===== config.mk =====
export PLATFORM = sky130hd
export DESIGN_NAME = pong_2p_ctrl
export DESIGN_NICKNAME = d
export VERILOG_FILES = /design/src/rtl/pong_pkg.sv /design/src/rtl/bcd_score_cnt.sv /design/src/rtl/pong_2p_ctrl.sv
export SDC_FILE = /design/constraint.sdc
export NUM_CORES = 1
export LEC_CHECK = 0
export CAP_MARGIN = 10
export CORE_UTILIZATION = 46
export DETAILED_ROUTE_END_ITERATION = 10
export GPL_ROUTABILITY_DRIVEN = 0
export PLACE_DENSITY = 0.77
export SYNTH_ARGS = -nofsm -noshare
export SYNTH_HDL_FRONTEND = slang
export SYNTH_SLANG_ARGS = --single-unit

===== constraint.sdc =====
create_clock -name clk -period 1.9 [get_ports clk]
set_clock_uncertainty 0.15 [all_clocks]
set_input_delay 0.38 -clock clk [delete_from_list [all_inputs] [get_ports clk]]
set_output_delay 0.38 -clock clk [all_outputs]
set_load 0.01 [all_outputs]

===== src/rtl/pong_pkg.sv =====
// rtl/pong_pkg.sv - shared encodings and helpers for the two-player pong screen
// Purpose: game-state and winner codes, screen geometry shared with the graph
//          block, and the saturating two-digit BCD increment used for scoring.
// Ports:   none (package).
package pong_pkg;

  typedef enum logic [1:0] {
    ST_NEWGAME = 2'b00,
    ST_PLAY    = 2'b01,
    ST_NEWBALL = 2'b10,
    ST_OVER    = 2'b11
  } state_t;

  localparam logic [1:0] WIN_NONE  = 2'b00;
  localparam logic [1:0] WIN_LEFT  = 2'b01;
  localparam logic [1:0] WIN_RIGHT = 2'b10;

  localparam logic [9:0] MAX_X          = 10'd640;
  localparam logic [9:0] MAX_Y          = 10'd480;
  // First row below the visible area; the graph block advances its objects here.
  localparam logic [9:0] FRAME_TICK_ROW = MAX_Y + 10'd1;

  // Two-digit BCD +1: ones wrap 9->0 with carry, whole value holds at 99.
  function automatic logic [7:0] bcd_inc(input logic [7:0] v);
    if (v == 8'h99)
      return v;
    else if (v[3:0] == 4'd9)
      return {v[7:4] + 4'd1, 4'd0};
    else
      return {v[7:4], v[3:0] + 4'd1};
  endfunction

endpackage


===== src/rtl/bcd_score_cnt.sv =====
// rtl/bcd_score_cnt.sv - two-digit BCD score counter with clear and saturation
// Purpose: holds one player's score as two BCD digits.
// Ports:   clk, reset_n (async active-low), i_clr (clear to 00, wins over inc),
//          i_inc (add one point, saturates at 99), o_score (BCD score).
module bcd_score_cnt
  import pong_pkg::*;
(
  input  logic       clk,
  input  logic       reset_n,
  input  logic       i_clr,
  input  logic       i_inc,
  output logic [7:0] o_score
);

  logic [7:0] r_score;

  always_ff @(posedge clk or negedge reset_n) begin
    if (!reset_n)
      r_score <= 8'h00;
    else if (i_clr)
      r_score <= 8'h00;
    else if (i_inc)
      r_score <= bcd_inc(r_score);
  end

  assign o_score = r_score;

endmodule


===== src/rtl/pong_2p_ctrl.sv =====
// rtl/pong_2p_ctrl.sv - two-player pong game-control FSM (scores, serve pause, winner)
// Purpose: consumes the graph animator's miss levels, keeps both BCD scores,
//          times the pause between balls and the game-over lockout, and drives
//          gra_still/next_toss back to the animator.
// Ports:   clk, reset_n (async active-low); pix_x/pix_y (sync position, used for
//          the frame tick); btn (debounced, active-high); left_miss/right_miss
//          (levels); gra_still, next_toss ([1]=-x, [0]=-y); score_l/score_r (BCD);
//          winner (00 none, 01 left, 10 right); game_state (for the text overlay).
module pong_2p_ctrl
  import pong_pkg::*;
#(
  parameter logic [7:0] WIN_BCD      = 8'h11,
  parameter int         PAUSE_FRAMES = 120,
  parameter int         OVER_FRAMES  = 180
) (
  input  logic       clk,
  input  logic       reset_n,
  input  logic [9:0] pix_x,
  input  logic [9:0] pix_y,
  input  logic [3:0] btn,
  input  logic       left_miss,
  input  logic       right_miss,
  output logic       gra_still,
  output logic [1:0] next_toss,
  output logic [7:0] score_l,
  output logic [7:0] score_r,
  output logic [1:0] winner,
  output logic [1:0] game_state
);

  state_t     r_state;
  logic       r_gra_still;
  logic [1:0] r_next_toss;
  logic [1:0] r_winner;
  logic [7:0] r_timer;
  logic       r_toggle;
  logic [3:0] r_btn_prev;

  logic       w_tick;
  logic       w_btn_edge;
  logic       w_timer_done;
  logic       w_play;
  logic       w_inc_l;
  logic       w_inc_r;
  logic       w_clr;
  logic       w_win_l;
  logic       w_win_r;
  logic [7:0] w_score_l;
  logic [7:0] w_score_r;

  assign w_tick       = (pix_y == FRAME_TICK_ROW) && (pix_x == 10'd0);
  assign w_btn_edge   = |(btn & ~r_btn_prev);
  assign w_timer_done = (r_timer == 8'd0);
  assign w_play       = (r_state == ST_PLAY);

  // A miss on one side scores for the other; simultaneous misses score nobody.
  assign w_inc_r = w_play && left_miss && !right_miss;
  assign w_inc_l = w_play && right_miss && !left_miss;
  assign w_clr   = (r_state == ST_OVER) && w_btn_edge && w_timer_done;

  // Win is judged on the value the score is about to take.
  assign w_win_l = (bcd_inc(w_score_l) == WIN_BCD);
  assign w_win_r = (bcd_inc(w_score_r) == WIN_BCD);

  bcd_score_cnt u_score_l (
    .clk     (clk),
    .reset_n (reset_n),
    .i_clr   (w_clr),
    .i_inc   (w_inc_l),
    .o_score (w_score_l)
  );

  bcd_score_cnt u_score_r (
    .clk     (clk),
    .reset_n (reset_n),
    .i_clr   (w_clr),
    .i_inc   (w_inc_r),
    .o_score (w_score_r)
  );

  always_ff @(posedge clk or negedge reset_n) begin
    if (!reset_n) begin
      r_btn_prev <= 4'd0;
      r_toggle   <= 1'b0;
    end else begin
      r_btn_prev <= btn;
      if (w_tick)
        r_toggle <= ~r_toggle;
    end
  end

  // Timer decrement is the default; a state transition that loads it overrides.
  always_ff @(posedge clk or negedge reset_n) begin
    if (!reset_n) begin
      r_state     <= ST_NEWGAME;
      r_gra_still <= 1'b1;
      r_next_toss <= 2'b00;
      r_winner    <= WIN_NONE;
      r_timer     <= 8'd0;
    end else begin
      if (w_tick && !w_timer_done)
        r_timer <= r_timer - 8'd1;
      case (r_state)
        ST_NEWGAME: begin
          if (w_btn_edge) begin
            r_state     <= ST_PLAY;
            r_gra_still <= 1'b0;
          end
        end
        ST_PLAY: begin
          if (left_miss || right_miss) begin
            r_gra_still <= 1'b1;
            r_state     <= ST_NEWBALL;
            r_timer     <= 8'(PAUSE_FRAMES);
            if (left_miss && !right_miss) begin
              r_next_toss <= {1'b1, r_toggle};
              if (w_win_r) begin
                r_winner <= WIN_RIGHT;
                r_state  <= ST_OVER;
                r_timer  <= 8'(OVER_FRAMES);
              end
            end else if (right_miss && !left_miss) begin
              r_next_toss <= {1'b0, r_toggle};
              if (w_win_l) begin
                r_winner <= WIN_LEFT;
                r_state  <= ST_OVER;
                r_timer  <= 8'(OVER_FRAMES);
              end
            end
          end
        end
        ST_NEWBALL: begin
          if (w_timer_done) begin
            r_state     <= ST_PLAY;
            r_gra_still <= 1'b0;
          end
        end
        ST_OVER: begin
          if (w_clr) begin
            r_state  <= ST_NEWGAME;
            r_winner <= WIN_NONE;
          end
        end
        default: r_state <= ST_NEWGAME;
      endcase
    end
  end

  assign gra_still  = r_gra_still;
  assign next_toss  = r_next_toss;
  assign score_l    = w_score_l;
  assign score_r    = w_score_r;
  assign winner     = r_winner;
  assign game_state = r_state;

endmodule


==> flow_summary.ini, run 1 <==
[status]
status = finished with violations
violations = setup timing

[worst_setup_path]
slowest_delay_ps = 570
r2r-start = r_timer[5]$_DFF_PN0_
cp.arrival_ps = 2150
r2r_cells = 6
slowest_stage = or4_4
cp-end-kind = flip-flop
crit_path_end = r_timer[7]$_DFF_PN0_
worstPathMaxFanout = 4
cp.required_ps = 1930
crit_path_start = r_timer[5]$_DFF_PN0_
reg2reg_slack_ps = -220
worstSetupStartpointType = flip-flop
path_class = reg2reg
cp_cell_sequence = or4_4 -> nor3_4 -> or4b_4 -> buf_4 -> nor2_1 -> a221o_1
worstReg2RegEnd = r_timer[7]$_DFF_PN0_

[floorplanning]
start_util = 0.477
die-width_um = 72.0
ioPinCount = 51
fp-row-count = 25
die_area_mm2 = 0.00518
die_h_um = 72.0
core_mm2 = 0.00472

[sta]
fin_ws_ps = -218
relSlewSlack = 0.697
finalCritPeriodShare = 1.11
grt_setup_unrepaired = true
worst_pin_slew_ps = 454
fmax_mhz = 472
whs_ps = 287
min_period_ps = 2120
maxSlewViolCount = 0
setup_viol = 29
hold_viol_final = 0

[logic_synthesis]
seq_area_frac_synth = 0.401
syn_inst = 232
synth_cell_types = 64
synthTopCellsByArea = dfrtp_1, ha_1, nor2_1
yosys.area_share.simple = 0.284
ys_seq_elements = 36
async_reset_ff_frac = 1.00
synth_top_cell_area_share = 0.389
synth_common_cells = dfrtp_1, nor2_1, inv_1
syn_area_mm2 = 0.00225
ys.flop_type = dfrtp_1
synth_xor_area_frac = 0.0389
synth_compound_area_frac = 0.164
synth_top_family_by_area = simple AND/OR/NAND/NOR gates
synthAdderAreaFrac = 0.0556
syn_area_per_cell_um2 = 9.71
synth_nets = 270
synthMostInstantiatedCell = dfrtp_1
synth_edf_count = 0
yosysWarnings = 0
synthMuxAreaShare = 0.0139
yosysTopAreaCell = dfrtp_1

[power_and_ir_drop]
powerDensity_mw_per_mm2 = 744
p_seq_frac = 0.372
p_leak_nw = 1.69
p_int_mw = 1.83
ir_drop_mv = 0.362
p_switching_mw = 0.866
p_sw_frac = 0.321
clkPwrFrac = 0.251
p_comb_frac = 0.377
p_total_mw = 2.70

[global_routing]
grt_use_total = 0.257
grt_overflow = 0
grt_max_degree = 21
grt_pass1_wl_um = 10200
antenna_found_initial = 0
first_global_vias = 2295

[clock_network]
cts_max_path_buffers = 2
clock-sinks = 36
clkTransAtPathRegs_ps = 80
htreeDepth = 2
cts_tree = yes
cts-buffers-inserted = 5
insertion_delay_ps = 300
cts-root-buf = clkbuf_8

[layout]
drive_gt1_frac = 0.384
stdcell_count = 419
multi_input_area_mm2 = 0.00145
area_delta_synth_final_pct = 61.1
regArea_um2 = 912
layout.nets = 389
nFillCells = 317
diodes = 0

[detailed_routing]
wirelength_um = 6450
vias = 2313
antenna_left = 0
drt_iter0_markers = 104
via_per_inst = 5.52
drc_errors = 0
routedWlPerCell_um = 15.4
first_pass_iters = 4

[min_path]
hold_path_class = in2async

[job]
cap_viol_max_count = 0

[place]
portBuffers = 50
dp.cells = 400
place_hpwl_um = 4300
==> routing by layer <==
layer,GRT usage,vias up,part of all wire,routed length (um)
li1,-,1095,-,-
met1,0.296,1125,0.40,2570
met2,0.458,75,0.53,3420
met3,0.0500,18,0.044,281
met4,0.122,0,0.028,181
met5,0,-,0,0
==> cell families (layout without fill, tap and decap cells) <==
family / count (synthesis) / in the layout
muxes: 3 / 3
adders and majority gates: 10 / 10
buffers and inverters: 22 / 141
AOI/OAI and AO/OA: 50 / 50
xor gates and xnor gates: 10 / 10
DFF: 36 / 36
and+or+nand+nor: 101 / 102
==> worst max-delay path, delay by kind of cell, from the launching register on <==
| kind | cells | cell delay (ps) |
|---|---|---|
| AOI/OAI and AO/OA | 1 | 300 |
| buffers and inverters | 1 | 130 |
| DFF | 1 | 380 |
| and+or+nand+nor | 4 | 1050 |
==> final cells by class <==
class                           count  area share
Clock inverter                      2     0.00966
Tap cell                           67      0.0231
Clock buffer                        6      0.0200
Timing Repair Buffer              117       0.279
Multi-Input combinational cell    175       0.400
Inverter                           16      0.0166
Sequential cell                    36       0.251
==> sequential cells by signal (all words and copies together), names as in the netlist <==
name	cells
winner	2
game_state	2
r_btn_prev	4
gra_still	1
u_score_r.o_score	8
r_toggle	1
r_timer	8
next_toss	2
u_score_l.o_score	8
==> how the worst min path moves through the flow <==
stage / startpoint / end
after floorplan: reset_n / game_state[0]$_DFFE_PN0P_
after global placement: r_toggle$_DFFE_PN0N_ / r_toggle$_DFFE_PN0N_
after detailed placement: r_toggle$_DFFE_PN0N_ / r_toggle$_DFFE_PN0N_
after CTS: reset_n / u_score_r.o_score[6]$_DFFE_PN0P_
after global routing: reset_n / u_score_r.o_score[6]$_DFFE_PN0P_
final: reset_n / u_score_r.o_score[6]$_DFFE_PN0P_
==> repair_timing <==
action,4_1_cts,5_1_grt
cloned,1,0
pin swaps,19,12
buffers inserted,6,4
resized for setup,43,26
endpoints found under the hold margin,0,0
hold buffers,0,0
endpoints found under the setup margin,35,33
==> power groups by stage <==
| stage | combinational (mW) | clock [mW] | sequential (mW) |
|---|---|---|---|
| final | 1.02 | 0.677 | 1.00 |
| after global placement | 0.941 | 0 | 0.995 |
| after detailed placement | 0.955 | 0 | 1.00 |
| after floorplan | 0.351 | 0 | 1.06 |
| after CTS | 0.976 | 0.687 | 0.989 |
| after global routing | 1.10 | 0.719 | 1.01 |
==> metrics by stage <==
| stage | instance area (um2) | TNS (ps) | setup slack (ps) | utilization |
|---|---|---|---|---|
| after floorplan | 2310 | -487 | -183 | - |
| after global placement | 3290 | -7760 | -590 | 0.697 |
| after detailed placement | 3290 | -8930 | -669 | 0.697 |
| after CTS | 3500 | -3230 | -214 | 0.741 |
| after global routing | 3630 | -5750 | -299 | 0.768 |
| final | 3630 | -4200 | -218 | 0.768 |
==> layout by cell type, fill, tap and decap left out, drive strengths merged, types with 3 or more instances in the layout <==
cell,Yosys,routed
buf,3,67
dfrtp,35,35
nor2,26,26
clkdlybuf4s50,0,24
dlygate4sd2,0,22
inv,16,16
nand2,14,15
a21oi,12,12
nand3,11,11
ha,10,10
o21ai,8,8
a211oi,7,7
and3,7,7
clkbuf,3,6
xor2,5,5
nor4,5,5
xnor2,5,5
nor3,5,5
nand2b,4,4
dlymetal6s2s,0,4
nand3b,3,3
and4bb,3,3
nor4b,3,3
a31oi,3,3
nand4,3,3
Note: power is estimated with default switching activity, not from simulation.
==> inputs of run 2 (changes only) <==
Settings changed: CORE_UTILIZATION 46 to 54, PLACE_DENSITY 0.77 to 0.85.
Clock period 1.9 ns to 2.6 ns, I/O delays scaled along.
==> run 2 against run 1 <==
Cell area down 18%. Critical endpoint unchanged. Sequential power decreased by 23%. First-iteration DRC count up 64%. Worst setup slack improved by 470 ps. The run now ends clean. Sequential share of layout area is 5.2 points higher. Non-clock buffer count down 55. Count of clock-buffer cells in the layout grew 2.
==> flow_summary.ini, run 2 (same netlist as run 1, synthesis figures left out) <==
[worst_setup_path]
cp.required_ps = 2630
worstSetupStartpointType = primary input
slowest_delay_ps = 550
cp-end-kind = flip-flop
worstReg2RegEnd = r_timer[7]$_DFF_PN0_
cp_cell_sequence = clkdlybuf4s50_1 -> nor4b_4 -> nand3_2 -> or4b_4 -> o211a_1 -> a221o_1
slowest_stage = or4b_4
reg2reg_slack_ps = 270
worstPathMaxFanout = 2
crit_path_start = pix_y[9]
cp.arrival_ps = 2380
path_class = in2reg
r2r_cells = 6
r2r-start = u_score_l.o_score[4]$_DFFE_PN0P_
crit_path_end = r_timer[7]$_DFF_PN0_

[global_routing]
grt_max_degree = 37
first_global_vias = 1844
grt_pass1_wl_um = 8350
grt_use_total = 0.254
antenna_found_initial = 0
grt_overflow = 0

[min_path]
hold_path_class = reg2reg

[clock_network]
clkTransAtPathRegs_ps = 70
cts-root-buf = clkbuf_8
htreeDepth = 2
cts_max_path_buffers = 2
holdBufCountCts = 0
post_cts_resized = 0
cts_tree = yes
insertion_delay_ps = 300
cts_setup_buffers = 0
cts-buffers-inserted = 5
clock-sinks = 36

[floorplanning]
die_h_um = 66.6
core_mm2 = 0.00400
ioPinCount = 51
die-width_um = 66.6
start_util = 0.563
fp-row-count = 23
die_area_mm2 = 0.00443

[detailed_routing]
routedWlPerCell_um = 15.0
via_per_inst = 5.82
antenna_left = 0
vias = 2014
drt_iter0_markers = 171
drc_errors = 0
first_pass_iters = 4
wirelength_um = 5180

[sta]
finalCritPeriodShare = 0.903
worst_pin_slew_ps = 512
grt_setup_unrepaired = false
setup_viol = 0
fmax_mhz = 426
maxSlewViolCount = 0
relSlewSlack = 0.656
min_period_ps = 2350
hold_viol_final = 0

[layout]
final_cell_mix = clkdlybuf4s50_1, dfrtp_1, nor2_1, inv_1, nand2_1
final_util = 0.743
area_delta_synth_final_pct = 31.9
drive_gt1_frac = 0.128
mostFrequentLayoutCell = clkdlybuf4s50_1
finish.instance_area_mm2 = 0.00297
layout.nets = 333
diodes = 0

[place]
place_hpwl_um = 3690
postPlaceCellArea_mm2 = 0.00287
portBuffers = 50

[power_and_ir_drop]
ir_drop_mv = 0.272
powerDensity_mw_per_mm2 = 584
p_leak_nw = 1.30

[status]
status = completed

[job]
cap_viol_max_count = 0
run 2: worst min-delay path by stage:
stage,from,endpoint,slack (ps),cells after the start
2_1_floorplan,reset_n,game_state[0]$_DFFE_PN0P_,70,0
3_3_place_gp,r_toggle$_DFFE_PN0N_,r_toggle$_DFFE_PN0N_,310,1
3_5_place_dp,r_toggle$_DFFE_PN0N_,r_toggle$_DFFE_PN0N_,320,1
4_1_cts,r_toggle$_DFFE_PN0N_,r_toggle$_DFFE_PN0N_,330,1
5_1_grt,r_toggle$_DFFE_PN0N_,r_toggle$_DFFE_PN0N_,350,1
6_report,r_toggle$_DFFE_PN0N_,r_toggle$_DFFE_PN0N_,320,1
run 2: final cells by class:
type	instances	area, um2
sequential	36	902
clock buffer	8	100
inverter	16	60.1
fill	299	1030
multi-input combinational	174	1250
timing repair buffer	62	591
tap	50	62.6
run 2: report_power, final:
part           switching (mW)  leakage (nW)  internal [mW]  total (mW)
combinational           0.228         0.801          0.283       0.511
sequential              0.127         0.444          0.647       0.774
clock                   0.210        0.0515          0.242       0.452
run 2: routing by layer:
metal,track usage,part of all wire,up-vias
li1,-,-,979
met1,0.290,0.42,975
met2,0.460,0.52,52
met3,0.0616,0.036,8
met4,0.0798,0.015,0
met5,0,0,-
run 2: worst max-delay path, delay by kind of cell:
| family | cells | cell delay, ps |
|---|---|---|
| AOI/OAI and AO/OA | 2 | 470 |
| buffers and inverters | 1 | 440 |
| and+or+nand+nor | 3 | 960 |
run 2: metrics by stage:
| stage | TNS (ps) | hold WS (ps) | worst slack (ps) | cells | power [mW] |
|---|---|---|---|---|---|
| 2_1_floorplan | 0 | 74.4 | 378 | 232 | 1.02 |
| 6_report | 0 | 318 | 252 | 346 | 1.74 |
| 4_1_cts | 0 | 325 | 237 | 346 | 1.74 |
| 3_5_place_dp | -73.5 | 316 | -73.5 | 338 | 1.29 |
| 5_1_grt | 0 | 346 | 148 | 346 | 1.83 |
| 3_3_place_gp | -31.7 | 306 | -31.7 | 338 | 1.26 |
==> inputs of run 3 (changes only) <==
Settings changed: PLACE_DENSITY 0.85 to 0.93.
==> run 3 against run 2 <==
Maximum frequency is 1.4% lower. Worst setup slack worse by 34 ps. Utilization is the same. Register-to-register slack worse by 50 ps. Critical path depth did not move. Flip-flop and latch count did not move. Count of clock-buffer cells in the layout fell by 2. Sequential share of layout area did not move. Clock power grew 9.7%. Global-route usage rose by 1.2 points. Die area unchanged. Critical path type is now reg2reg. Largest power group unchanged.
==> flow_summary.ini, run 3 (same netlist as run 1, synthesis figures left out) <==
[status]
status = completed

[floorplanning]
ioPinCount = 51
die_area_mm2 = 0.00443
core_mm2 = 0.00400
die_h_um = 66.6
die-width_um = 66.6
fp-row-count = 23
start_util = 0.563

[worst_setup_path]
cp_top_family = compound AO/OA/AOI/OAI gates
slowest_stage = o41ai_4
cp_cell_sequence = ha_1 -> a211o_1 -> a211oi_1 -> a31oi_1 -> o41ai_4 -> a221o_1
path_buf_inv = 0
cp.arrival_ps = 2470
slowest_delay_ps = 530
cp-end-kind = flip-flop
cp.required_ps = 2680
worstSetupStartpointType = flip-flop
path_class = reg2reg
worstPathMaxFanout = 7

[clock_network]
cts_tree = yes
cts-buffers-inserted = 5
cts-root-buf = clkbuf_8
clock-sinks = 36
post_cts_resized = 0
insertion_delay_ps = 300
htreeDepth = 2
cts_max_path_buffers = 2
holdBufCountCts = 0
clkTransAtPathRegs_ps = 80
cts_setup_buffers = 0

[sta]
hold_viol_final = 0
whs_ps = 351
maxSlewViolCount = 0
grt_setup_unrepaired = false
min_period_ps = 2380
worst_pin_slew_ps = 505
setup_viol = 0
relSlewSlack = 0.661
fmax_mhz = 420
finalCritPeriodShare = 0.916

[power_and_ir_drop]
powerDensity_mw_per_mm2 = 599
p_total_mw = 1.78
ir_drop_mv = 0.272
p_leak_nw = 1.29

[layout]
final_cell_mix = clkdlybuf4s50_1, dfrtp_1, nor2_1, inv_1, nand2_1
nFillCells = 294
area_delta_synth_final_pct = 31.9
layout.nets = 332
final_util = 0.743
multi_input_area_mm2 = 0.00125
regArea_um2 = 902
stdcell_count = 345
mostFrequentLayoutCell = clkdlybuf4s50_1
drive_gt1_frac = 0.125
diodes = 0

[detailed_routing]
via_per_inst = 5.91
wirelength_um = 5380
first_pass_iters = 4
drt_iter0_markers = 158
antenna_left = 0
drc_errors = 0
vias = 2038
routedWlPerCell_um = 15.6

[global_routing]
antenna_found_initial = 0
first_global_vias = 2005
grt_pass1_wl_um = 8760
grt.met2_usage = 0.477
grt_overflow = 0
grt_use_total = 0.266
gr-usage-met3 = 0.0497
grt_use_met1 = 0.291
grt_max_degree = 37
grt-busiest-layer = met2

[job]
cap_viol_max_count = 0

[min_path]
hold_path_class = reg2reg

[place]
portBuffers = 50
dp.cells = 337
place_hpwl_um = 3940
run 3: changes by cell type in the layout (fill, tap and decap cells not counted), sizes merged:
cell / previous run / this run
clkbuf: 8 / 6
buf: 12 / 11
bufinv: 0 / 1
clkinv: 0 / 1
run 3: through the flow:
stage / setup WS (ps) / cell area, um2 / TNS, ps
final: 218 / 2970 / 0
after global routing: 130 / 2970 / 0
after CTS: 220 / 2970 / 0
after detailed placement: -70.6 / 2860 / -72.7
after global placement: -28.8 / 2860 / -28.8
after floorplan: 378 / 2250 / 0
run 3: power by group:
group,total [mW],internal (mW),leakage [nW],switching [mW]
Combinational,0.512,0.283,0.796,0.229
Clock,0.496,0.285,0.0552,0.211
Sequential,0.773,0.647,0.444,0.126
run 3: cell type report:
cell class / instances / area share
Timing Repair Buffer: 61 / 0.196
Clock inverter: 2 / 0.0118
Clock buffer: 6 / 0.0244
Multi-Input combinational cell: 174 / 0.422
Tap cell: 50 / 0.0211
Sequential cell: 36 / 0.304
Inverter: 16 / 0.0202
run 3: final timing paths:
check	startpoint	end	slack, ps	cells past startpoint
max	u_score_l.o_score[4]$_DFFE_PN0P_	r_timer[7]$_DFF_PN0_	220	6
min	r_toggle$_DFFE_PN0N_	r_toggle$_DFFE_PN0N_	350	1
max reg2reg	u_score_l.o_score[4]$_DFFE_PN0P_	r_timer[7]$_DFF_PN0_	220	6
min reg2reg	r_toggle$_DFFE_PN0N_	r_toggle$_DFFE_PN0N_	350	1
max in group asynchronous	reset_n	gra_still$_DFFE_PN1P_	1460	2
min in group asynchronous	reset_n	u_score_r.o_score[0]$_DFFE_PN0P_	480	2
run 3: worst reg2reg max path, stage by stage (launching register included):
cell and delay, ps:
dfrtp_1 470, ha_1 280, a211o_1 290, a211oi_1 240
a31oi_1 140, o41ai_4 530, a221o_1 220
run 3: metal layers:
metal / vias up / wire length [um]
met5: - / 0
met4: 0 / 131
met3: 15 / 258
met2: 69 / 2820
met1: 976 / 2170
li1: 978 / -
